==> src/rtl/depth_pkg.sv <==
// Shared types and constants for the depth-test / framebuffer-write stage.
package depth_pkg;

    typedef enum logic [2:0] {
        ST_IDLE,
        ST_READ,
        ST_WAIT,
        ST_WRITE,
        ST_CLEAR
    } depth_state_t;

    localparam int DEF_H_RES = 640;
    localparam int DEF_V_RES = 480;
    localparam int DEF_Z_W   = 10;

    localparam logic [DEF_Z_W-1:0] MAX_DEPTH = '1;

    // y*640 + x without a multiplier: 640 = 512 + 128.
    function automatic logic [18:0] pixel_addr(input logic [9:0] x, input logic [9:0] y);
        logic [18:0] xe;
        logic [18:0] ye;
        xe = {9'd0, x};
        ye = {9'd0, y};
        return (ye << 9) + (ye << 7) + xe;
    endfunction

endpackage

==> src/rtl/depth_test_stage_clear_sweeper.sv <==
// Address counter for the full-screen clear: start loads address 0, busy holds
// for DEPTH cycles, done flags the final address.
module clear_sweeper
    import depth_pkg::*;
#(
    parameter int ADDR_W = 19,
    parameter int DEPTH  = DEF_H_RES * DEF_V_RES
) (
    input  logic              clk,
    input  logic              rst_n,
    input  logic              start,
    output logic              busy,
    output logic              done,
    output logic [ADDR_W-1:0] addr
);

    localparam logic [ADDR_W-1:0] LAST = ADDR_W'(DEPTH - 1);

    assign done = busy && (addr == LAST);

    always_ff @(posedge clk or negedge rst_n) begin
        if (!rst_n) begin
            busy <= 1'b0;
            addr <= '0;
        end else if (start) begin
            busy <= 1'b1;
            addr <= '0;
        end else if (done) begin
            busy <= 1'b0;
            addr <= '0;
        end else if (busy) begin
            addr <= addr + 1'b1;
        end
    end

endmodule

==> src/rtl/depth_test_stage.sv <==
// Depth test and framebuffer write: read stored z, write z/colour when nearer,
// plus full-screen clear. Optional DEPTH_STATS_EN adds pass/fail counters.
module depth_test_stage
    import depth_pkg::*;
#(
    parameter int H_RES  = DEF_H_RES,
    parameter int V_RES  = DEF_V_RES,
    parameter int Z_W    = DEF_Z_W,
    parameter int ADDR_W = 19
) (
    input  logic              clk_100MHz,
    input  logic              reset_al,
    input  logic              frag_valid,
    output logic              frag_ready,
    input  logic [9:0]        frag_x,
    input  logic [9:0]        frag_y,
    input  logic [Z_W-1:0]    frag_z,
    input  logic [7:0]        frag_rgb,
    input  logic              clear_req,
    output logic              clear_busy,
    output logic [ADDR_W-1:0] zb_addr,
    output logic              zb_rd_en,
    input  logic [Z_W-1:0]    zb_rd_data,
    output logic              zb_wr_en,
    output logic [Z_W-1:0]    zb_wr_data,
    output logic [ADDR_W-1:0] fb_addr,
    output logic              fb_wr_en,
    output logic [7:0]        fb_wr_data
`ifdef DEPTH_STATS_EN
    ,
    output logic [31:0]       pass_count,
    output logic [31:0]       fail_count
`endif
);

    localparam logic [Z_W-1:0] CLEAR_Z = '1;

    depth_state_t      state_q, state_d;
    logic              frag_ready_q, frag_ready_d;
    logic              rd_en_q, rd_en_d;
    logic              wr_en_q, wr_en_d;
    logic              accept;
    logic              sweep_start;
    logic              sweep_busy, sweep_done;
    logic [ADDR_W-1:0] sweep_addr;
    logic              in_range;
    logic [ADDR_W-1:0] pix_addr;
    logic [ADDR_W-1:0] addr_q;
    logic [Z_W-1:0]    wr_z_q;
    logic [7:0]        wr_rgb_q;
    logic [Z_W-1:0]    frag_z_p0;
    logic [7:0]        frag_rgb_p0;

    assign in_range = (32'(frag_x) < H_RES) && (32'(frag_y) < V_RES);

    if (H_RES == DEF_H_RES && ADDR_W == 19) begin : g_shift_addr
        assign pix_addr = pixel_addr(frag_x, frag_y);
    end else begin : g_mul_addr
        assign pix_addr = ADDR_W'(32'(frag_y) * 32'(H_RES) + 32'(frag_x));
    end

    clear_sweeper #(
        .ADDR_W (ADDR_W),
        .DEPTH  (H_RES * V_RES)
    ) u_sweeper (
        .clk   (clk_100MHz),
        .rst_n (reset_al),
        .start (sweep_start),
        .busy  (sweep_busy),
        .done  (sweep_done),
        .addr  (sweep_addr)
    );

    always_comb begin
        state_d      = state_q;
        frag_ready_d = frag_ready_q;
        rd_en_d      = 1'b0;
        wr_en_d      = 1'b0;
        accept       = 1'b0;
        sweep_start  = 1'b0;
        case (state_q)
            ST_IDLE: begin
                frag_ready_d = 1'b1;
                // Clear has priority over a fragment presented in the same cycle.
                if (clear_req) begin
                    sweep_start  = 1'b1;
                    frag_ready_d = 1'b0;
                    state_d      = ST_CLEAR;
                end else if (frag_valid && frag_ready_q) begin
                    accept = 1'b1;
                    if (in_range) begin
                        rd_en_d      = 1'b1;
                        frag_ready_d = 1'b0;
                        state_d      = ST_READ;
                    end
                end
            end
            ST_READ:  state_d = ST_WAIT;
            ST_WAIT: begin
                wr_en_d = (frag_z_p0 < zb_rd_data);
                state_d = ST_WRITE;
            end
            ST_WRITE: begin
                frag_ready_d = 1'b1;
                state_d      = ST_IDLE;
            end
            ST_CLEAR: begin
                frag_ready_d = 1'b0;
                if (sweep_done) begin
                    frag_ready_d = 1'b1;
                    state_d      = ST_IDLE;
                end
            end
            default:  state_d = ST_IDLE;
        endcase
    end

    // p0: fragment fields captured at the handshake
    always_ff @(posedge clk_100MHz) begin
        if (accept) begin
            frag_z_p0   <= frag_z;
            frag_rgb_p0 <= frag_rgb;
        end
    end

    always_ff @(posedge clk_100MHz or negedge reset_al) begin
        if (!reset_al) begin
            state_q      <= ST_IDLE;
            frag_ready_q <= 1'b0;
            rd_en_q      <= 1'b0;
            wr_en_q      <= 1'b0;
            addr_q       <= '0;
            wr_z_q       <= '0;
            wr_rgb_q     <= '0;
        end else begin
            state_q      <= state_d;
            frag_ready_q <= frag_ready_d;
            rd_en_q      <= rd_en_d;
            wr_en_q      <= wr_en_d;
            if (rd_en_d) begin
                addr_q <= pix_addr;
            end
            if (state_q == ST_WAIT) begin
                wr_z_q   <= frag_z_p0;
                wr_rgb_q <= frag_rgb_p0;
            end
        end
    end

    // The sweeper owns the memory ports while a clear is running.
    assign frag_ready = frag_ready_q;
    assign clear_busy = sweep_busy;
    assign zb_rd_en   = rd_en_q;
    assign zb_wr_en   = sweep_busy | wr_en_q;
    assign fb_wr_en   = sweep_busy | wr_en_q;
    assign zb_addr    = sweep_busy ? sweep_addr : addr_q;
    assign fb_addr    = sweep_busy ? sweep_addr : addr_q;
    assign zb_wr_data = sweep_busy ? CLEAR_Z : wr_z_q;
    assign fb_wr_data = sweep_busy ? 8'h00 : wr_rgb_q;

`ifdef DEPTH_STATS_EN
    always_ff @(posedge clk_100MHz or negedge reset_al) begin
        if (!reset_al) begin
            pass_count <= '0;
            fail_count <= '0;
        end else if (sweep_start) begin
            pass_count <= '0;
            fail_count <= '0;
        end else begin
            if (state_q == ST_WRITE && wr_en_q) begin
                pass_count <= pass_count + 32'd1;
            end
            if ((state_q == ST_WRITE && !wr_en_q) || (accept && !in_range)) begin
                fail_count <= fail_count + 32'd1;
            end
        end
    end
`endif

endmodule

==> config.mk <==
export PLATFORM = sky130hd
export DESIGN_NAME = depth_test_stage
export DESIGN_NICKNAME = d
export VERILOG_FILES = /design/src/rtl/depth_pkg.sv /design/src/rtl/depth_test_stage_clear_sweeper.sv /design/src/rtl/depth_test_stage.sv
export SDC_FILE = /design/constraint.sdc
export NUM_CORES = 1
export LEC_CHECK = 0
export ABC_AREA = 1
export CORE_MARGIN = 2
export CORE_UTILIZATION = 55
export CTS_CLUSTER_SIZE = 14
export DETAILED_ROUTE_END_ITERATION = 16
export GPL_TIMING_DRIVEN = 0
export PLACE_DENSITY = 0.87
export REMOVE_ABC_BUFFERS = 1
export SYNTH_ARGS = -nofsm -noshare
export SYNTH_HDL_FRONTEND = slang
export SYNTH_SLANG_ARGS = --single-unit
==> constraint.sdc <==
create_clock -name clk_100MHz -period 3.9 [get_ports clk_100MHz]
set_clock_uncertainty 0.1 [all_clocks]
set_input_delay 0.975 -clock clk_100MHz [delete_from_list [all_inputs] [get_ports clk_100MHz]]
set_output_delay 0.975 -clock clk_100MHz [all_outputs]
set_load 0.01 [all_outputs]
* Yosys cells after proc, flatten, opt, wreduce, memory -nomap -nowiden *
Index checks and enable logic that the tools add are counted.

storage, ports and cells
  register bits = 81
  input port bits = 52
  output and inout port bits = 61
  logic and storage cells = 62

cells by class
  add/subtract/negate cells = 3
  magnitude comparators = 3
  equality and inequality tests = 8
  multiplexer cells = 28
  bitwise gates (word level) = 1
  reduce and logical (&&, ||, !) cells = 8

operators by type and width
  operator                 count
  $mux W19                 4
  $add A19 B1 Y19 const B  1
  $add A19 B10 Y19         1
  $add A19 B17 Y19         1
  $eq A19 B19 Y1 const B   1
  $mux W1                  16
  $mux W3                  4
  $pmux W3 S4              1
  $lt A10 B10 Y1           1
  $lt A10 B10 Y1 const B   1
  $lt A10 B9 Y1 const B    1
  $mux W10                 1
  $mux W8                  1
  $eq A3 B2 Y1 const B     2
  $ne A3 B3 Y1 const B     2
  $reduce_bool A3 Y1       2
  $eq A3 B1 Y1 const B     1
  $eq A3 B3 Y1 const B     1
  $logic_and A1 B1 Y1      3
  $logic_not A3 Y1         1
  $pmux W1 S3              1
  $reduce_and A3 Y1        1
  $ne A2 B2 Y1 const B     1
  $reduce_bool A2 Y1       1
  $or A1 B1 Y1             1

* Longest topological paths before layout *
  depth in word-level cells = 6
  mapped depth = 13
  mapped depth without buffers = 13

* Modules after synthesis *
Synthesis repeated with hierarchy kept, for this count alone.

second synthesis, totals
  cells, all modules = 591
  area total of the unflattened synthesis = 4892.2 um2

by module, submodules not included
  module            instances  cells an instance  area an instance (um2)
  depth_test_stage  1          427                3641.0
  clear_sweeper     1          164                1251.2

* Worst setup path after synthesis *
No wires, ideal clock.

  path kind = in2reg
  start = input port frag_x[9]
  end = register addr_q[16]
  arrival time = 2.504 ns
  slack = 1.179 ns
  stages on the path = 11
  cell sequence = inv_1 -> fa_1 -> fa_1 -> inv_1 -> nand3_1 -> nand3_1 -> nand2_1 -> nand2_1 -> nand2_1 -> nand3_1 -> nand2_1

on the way
  longest elaborated chain between the ends = 6
  elaborated cells on any way between the ends = 7

RTL lines
  item                  RTL line                 source
  from (decl)           depth_test_stage.sv:15   input logic [9:0] frag_x,
  $lt A10 B10 Y1        depth_test_stage.sv:54   assign in_range = (32'(frag_x) < H_RES) && (32'(frag_y) < V_RES);
  $logic_and A1 B1 Y1   depth_test_stage.sv:54
  $mux W1               depth_test_stage.sv:91   if (in_range) begin
  $mux W1               depth_test_stage.sv:89   end else if (frag_valid && frag_ready_q) begin
  $mux W1               depth_test_stage.sv:85   if (clear_req) begin
  $mux W1               depth_test_stage.sv:81   case (state_q)
  to (signal assigned)  depth_test_stage.sv:141  addr_q <= pix_addr;
  to (decl)             depth_test_stage.sv:48   logic [ADDR_W-1:0] addr_q;

Several ways; a longest one is shown, not always the timed one.
A chain may end at the register's enable or synchronous reset.

* Worst setup path in the final report *
  start = register u_sweeper.busy
  end = output port zb_addr[17]

on the way
  longest elaborated chain between the ends = 1

RTL lines
  item                    RTL line                              source
  from (decl)             depth_test_stage_clear_sweeper.sv:12  output logic busy,
  from (signal assigned)  depth_test_stage_clear_sweeper.sv:23  busy <= 1'b0;
  from (signal assigned)  depth_test_stage_clear_sweeper.sv:26  busy <= 1'b1;
  from (signal assigned)  depth_test_stage_clear_sweeper.sv:29  busy <= 1'b0;
  $mux W19                depth_test_stage.sv:156               assign zb_addr = sweep_busy ? sweep_addr : addr_q;
  to (decl)               depth_test_stage.sv:21                output logic [ADDR_W-1:0] zb_addr,

Every way passes these cells.

==> flow_summary.yaml <==
outcome:
  outcome: "complete, no violations"
clock_tree:
  cts_resized: 2
  cts_hold_buf: 0
  postCtsSetupBuffers: 0
  insertion_delay_ps: 360
  cts-root-buf: "clkbuf_8"
  cts_tree: "built"
  cts.sinks: 81
  clk_pin_slew_ps: 80
  cts_htree_levels: 3
  numCtsBuffers: 9
  cts_buffer_depth: 2
die:
  core_um2: 8680
  start_util: 0.562
  dieArea_um2: 9640
  die_w_um: 98.2
  die_h_um: 98.2
  fp-row-count: 34
  boundaryPins: 113
grt:
  grt_max_degree: 64
  grt_pass1_vias: 4259
  overflow: 0
  grt_pass1_wl_um: 19300
  antenna_found_initial: 0
  grt_usage: 0.245
worst_setup_path:
  r2r_end: "wr_z_q[0]$_DFFE_PN0P_"
  worstSetupStartpointType: "register"
  path_class: "register to primary output"
  crit_fanout: 41
  r2r_setup_slack_ps: 1560
  worst_r2r_startpoint: "state_q[2]$_DFFE_PN0P_"
  arrival_ps: 2490
  reg2reg_depth: 6
  crit_path_end_kind: "primary output"
  required_ps: 2820
timing:
  min_period_ps: 3570
  worstMarginPinSlew_ps: 998
  timing.slew.headroom: 0.334
  hold_viol: 0
  setup_ws_ps: 335
  drv_slew: 0
  setup-violations-final: 0
  fmax_mhz: 280
  period_share: 0.914
  rsz0062_at_grt: "false"
finish:
  diodes: 0
  seq_area_um2: 2120
  fillCellCount: 694
  multi_input_area_um2: 2270
  area_growth_pct: 25.3
  layout.cells.non_filler: 814
  layout-drive-gt1-share: 0.0977
  nNetsFinal: 784
route:
  wl_met3_um: 705
  drt_iter0_drc: 191
  ant_nets: 0
  dr.pass1.iters: 4
  routed_wl_um: 11000
  wl_met1_um: 4510
  drc: 0
  vias: 4139
  wl_met2_um: 5630
  wl_per_cell_um: 13.5
  top_layer: "met4"
  viasPerCell: 5.08
logic_synthesis:
  synth_top_area_share: 0.323
  synthCells: 611
  synthTopCellsByCount: "nand2_1, inv_1, dfrtp_1"
  mappedNetlistArea_um2: 4880
  yosysMostFrequentCell: "nand2_1"
  syn_area_per_cell_um2: 7.99
  ys_types: 38
  synth_top_cell_by_area: "dfrtp_1"
  ys.flop_type: "dfrtp_1"
  synth_area_leaders: "dfrtp_1, nand2_1, edfxtp_1, ha_1, inv_1"
  async_reset_ff_frac: 0.778
  yosysWarnings: 0
  synth_seq_cells: 81
  ys_seq_area_frac: 0.434
  synth_edf_count: 18
place:
  dp_hpwl_um: 8190
  io_buffers: 112
  dp_cells: 798
  pre_cts_ws_ps: -712
  gp_congestion: 0.876
run:
  drv_cap: 0
power:
  p_leak_nw: 2.92
  power_mw: 1.68
  irDropWorstVdd_mv: 0.244
  power_density_nw_per_um2: 275
worst_hold_path:
  hold_path.class: "register to register"
  hp-start: "frag_rgb_p0[5]$_DFFE_PP_"
  hold_end: "wr_rgb_q[5]$_DFFE_PN0P_"
  whs_path_depth: 2
==> cells by family (layout without fill, tap and decap cells) <==
kind of cell,after synthesis,count (layout),share of synthesized area
compound gates,52,52,0.0567
flops,81,81,0.434
buf+inv,107,202,0.102
fa+ha+maj,31,31,0.0825
xor+xnor,7,7,0.0126
simple gates,333,333,0.312
==> state kept, by name, indices dropped and copies added (netlist names) <==
signal          count
wr_z_q             10
wr_rgb_q            8
frag_ready          1
state_q             3
addr_q             19
zb_rd_en            1
frag_rgb_p0         8
u_sweeper.addr     19
u_sweeper.busy      1
frag_z_p0          10
wr_en_q             1
==> power by group <==
part,total (mW),leakage (nW),switching (mW),internal [mW]
registers,0.865,1.01,0,0.865
clock network,0.618,0.0996,0.306,0.312
logic,0.196,1.81,0.102,0.0941
total,1.68,2.92,0.408,1.27
==> metal layers <==
metal | global-route usage | vias to the layer above
li1 | - | 2079
met4 | 0.0896 | 0
met2 | 0.427 | 135
met5 | 0 | -
met3 | 0.0465 | 14
met1 | 0.305 | 1911
==> cell usage in the layout, fill, tap and decap left out, types with 2 or more instances in the layout <==
cell             Yosys  routed
ha_1                29      29
clkbuf_8             0      10
nor2_1              51      50
xnor2_1              3       3
nor2_2              14      15
a31oi_1              2       2
nor3_1               3       3
dfrtp_1             63      62
o21ai_0             30      30
a21oi_1             12      12
nor2_4               4       4
nand3b_1             2       2
or2_2               11      11
nand3_1             24      24
nand2_1            199     199
o21ai_1              3       3
nor3_2               4       4
clkdlybuf4s50_1      0     111
nor2_8               2       2
inv_1               70      70
clkinv_2             0       3
nand2_2              4       4
inv_2                3       3
nand2_4              4       4
edfxtp_1            18      18
xor2_1               4       4
fa_1                 2       2
nand4_1              8       8
==> how the worst max path moves through the flow <==
| stage | slack (ps) | cells past startpoint | start | to |
|---|---|---|---|---|
| global placement | -650 | 3 | u_sweeper.busy$_DFFE_PN0P_ | fb_addr[6] |
| detailed placement | -710 | 3 | u_sweeper.busy$_DFFE_PN0P_ | zb_addr[7] |
| floorplan | 590 | 2 | u_sweeper.busy$_DFFE_PN0P_ | fb_addr[14] |
| CTS | 10 | 3 | u_sweeper.busy$_DFFE_PN0P_ | zb_addr[7] |
| finish | 330 | 3 | u_sweeper.busy$_DFFE_PN0P_ | zb_addr[17] |
| global route | 100 | 3 | u_sweeper.busy$_DFFE_PN0P_ | zb_addr[17] |
==> worst max-delay path, cell delays in order (launching register included) <==
cell and delay (ps):
dfrtp_4 710, clkinv_2 410, o21ai_0 390, clkdlybuf4s50_1 600
==> layout make-up <==
cell class / count / area share
clock buffer: 11 / 0.0231
clock inverter: 5 / 0.00880
inverter: 74 / 0.0456
multi-input combinational: 423 / 0.371
sequential: 81 / 0.347
tap: 108 / 0.0221
timing repair buffer: 112 / 0.183
==> per-stage QoR <==
stage / TNS [ps] / util / hold WS (ps) / instance area, um2
after floorplan: 0 / - / 330 / 4660
after global placement: -35400 / 0.682 / 335 / 5920
after detailed placement: -16600 / 0.682 / 343 / 5920
after CTS: 0 / 0.704 / 370 / 6110
after global routing: 0 / 0.705 / 401 / 6120
final: 0 / 0.705 / 368 / 6120
Power figures use the tool's default switching activity.
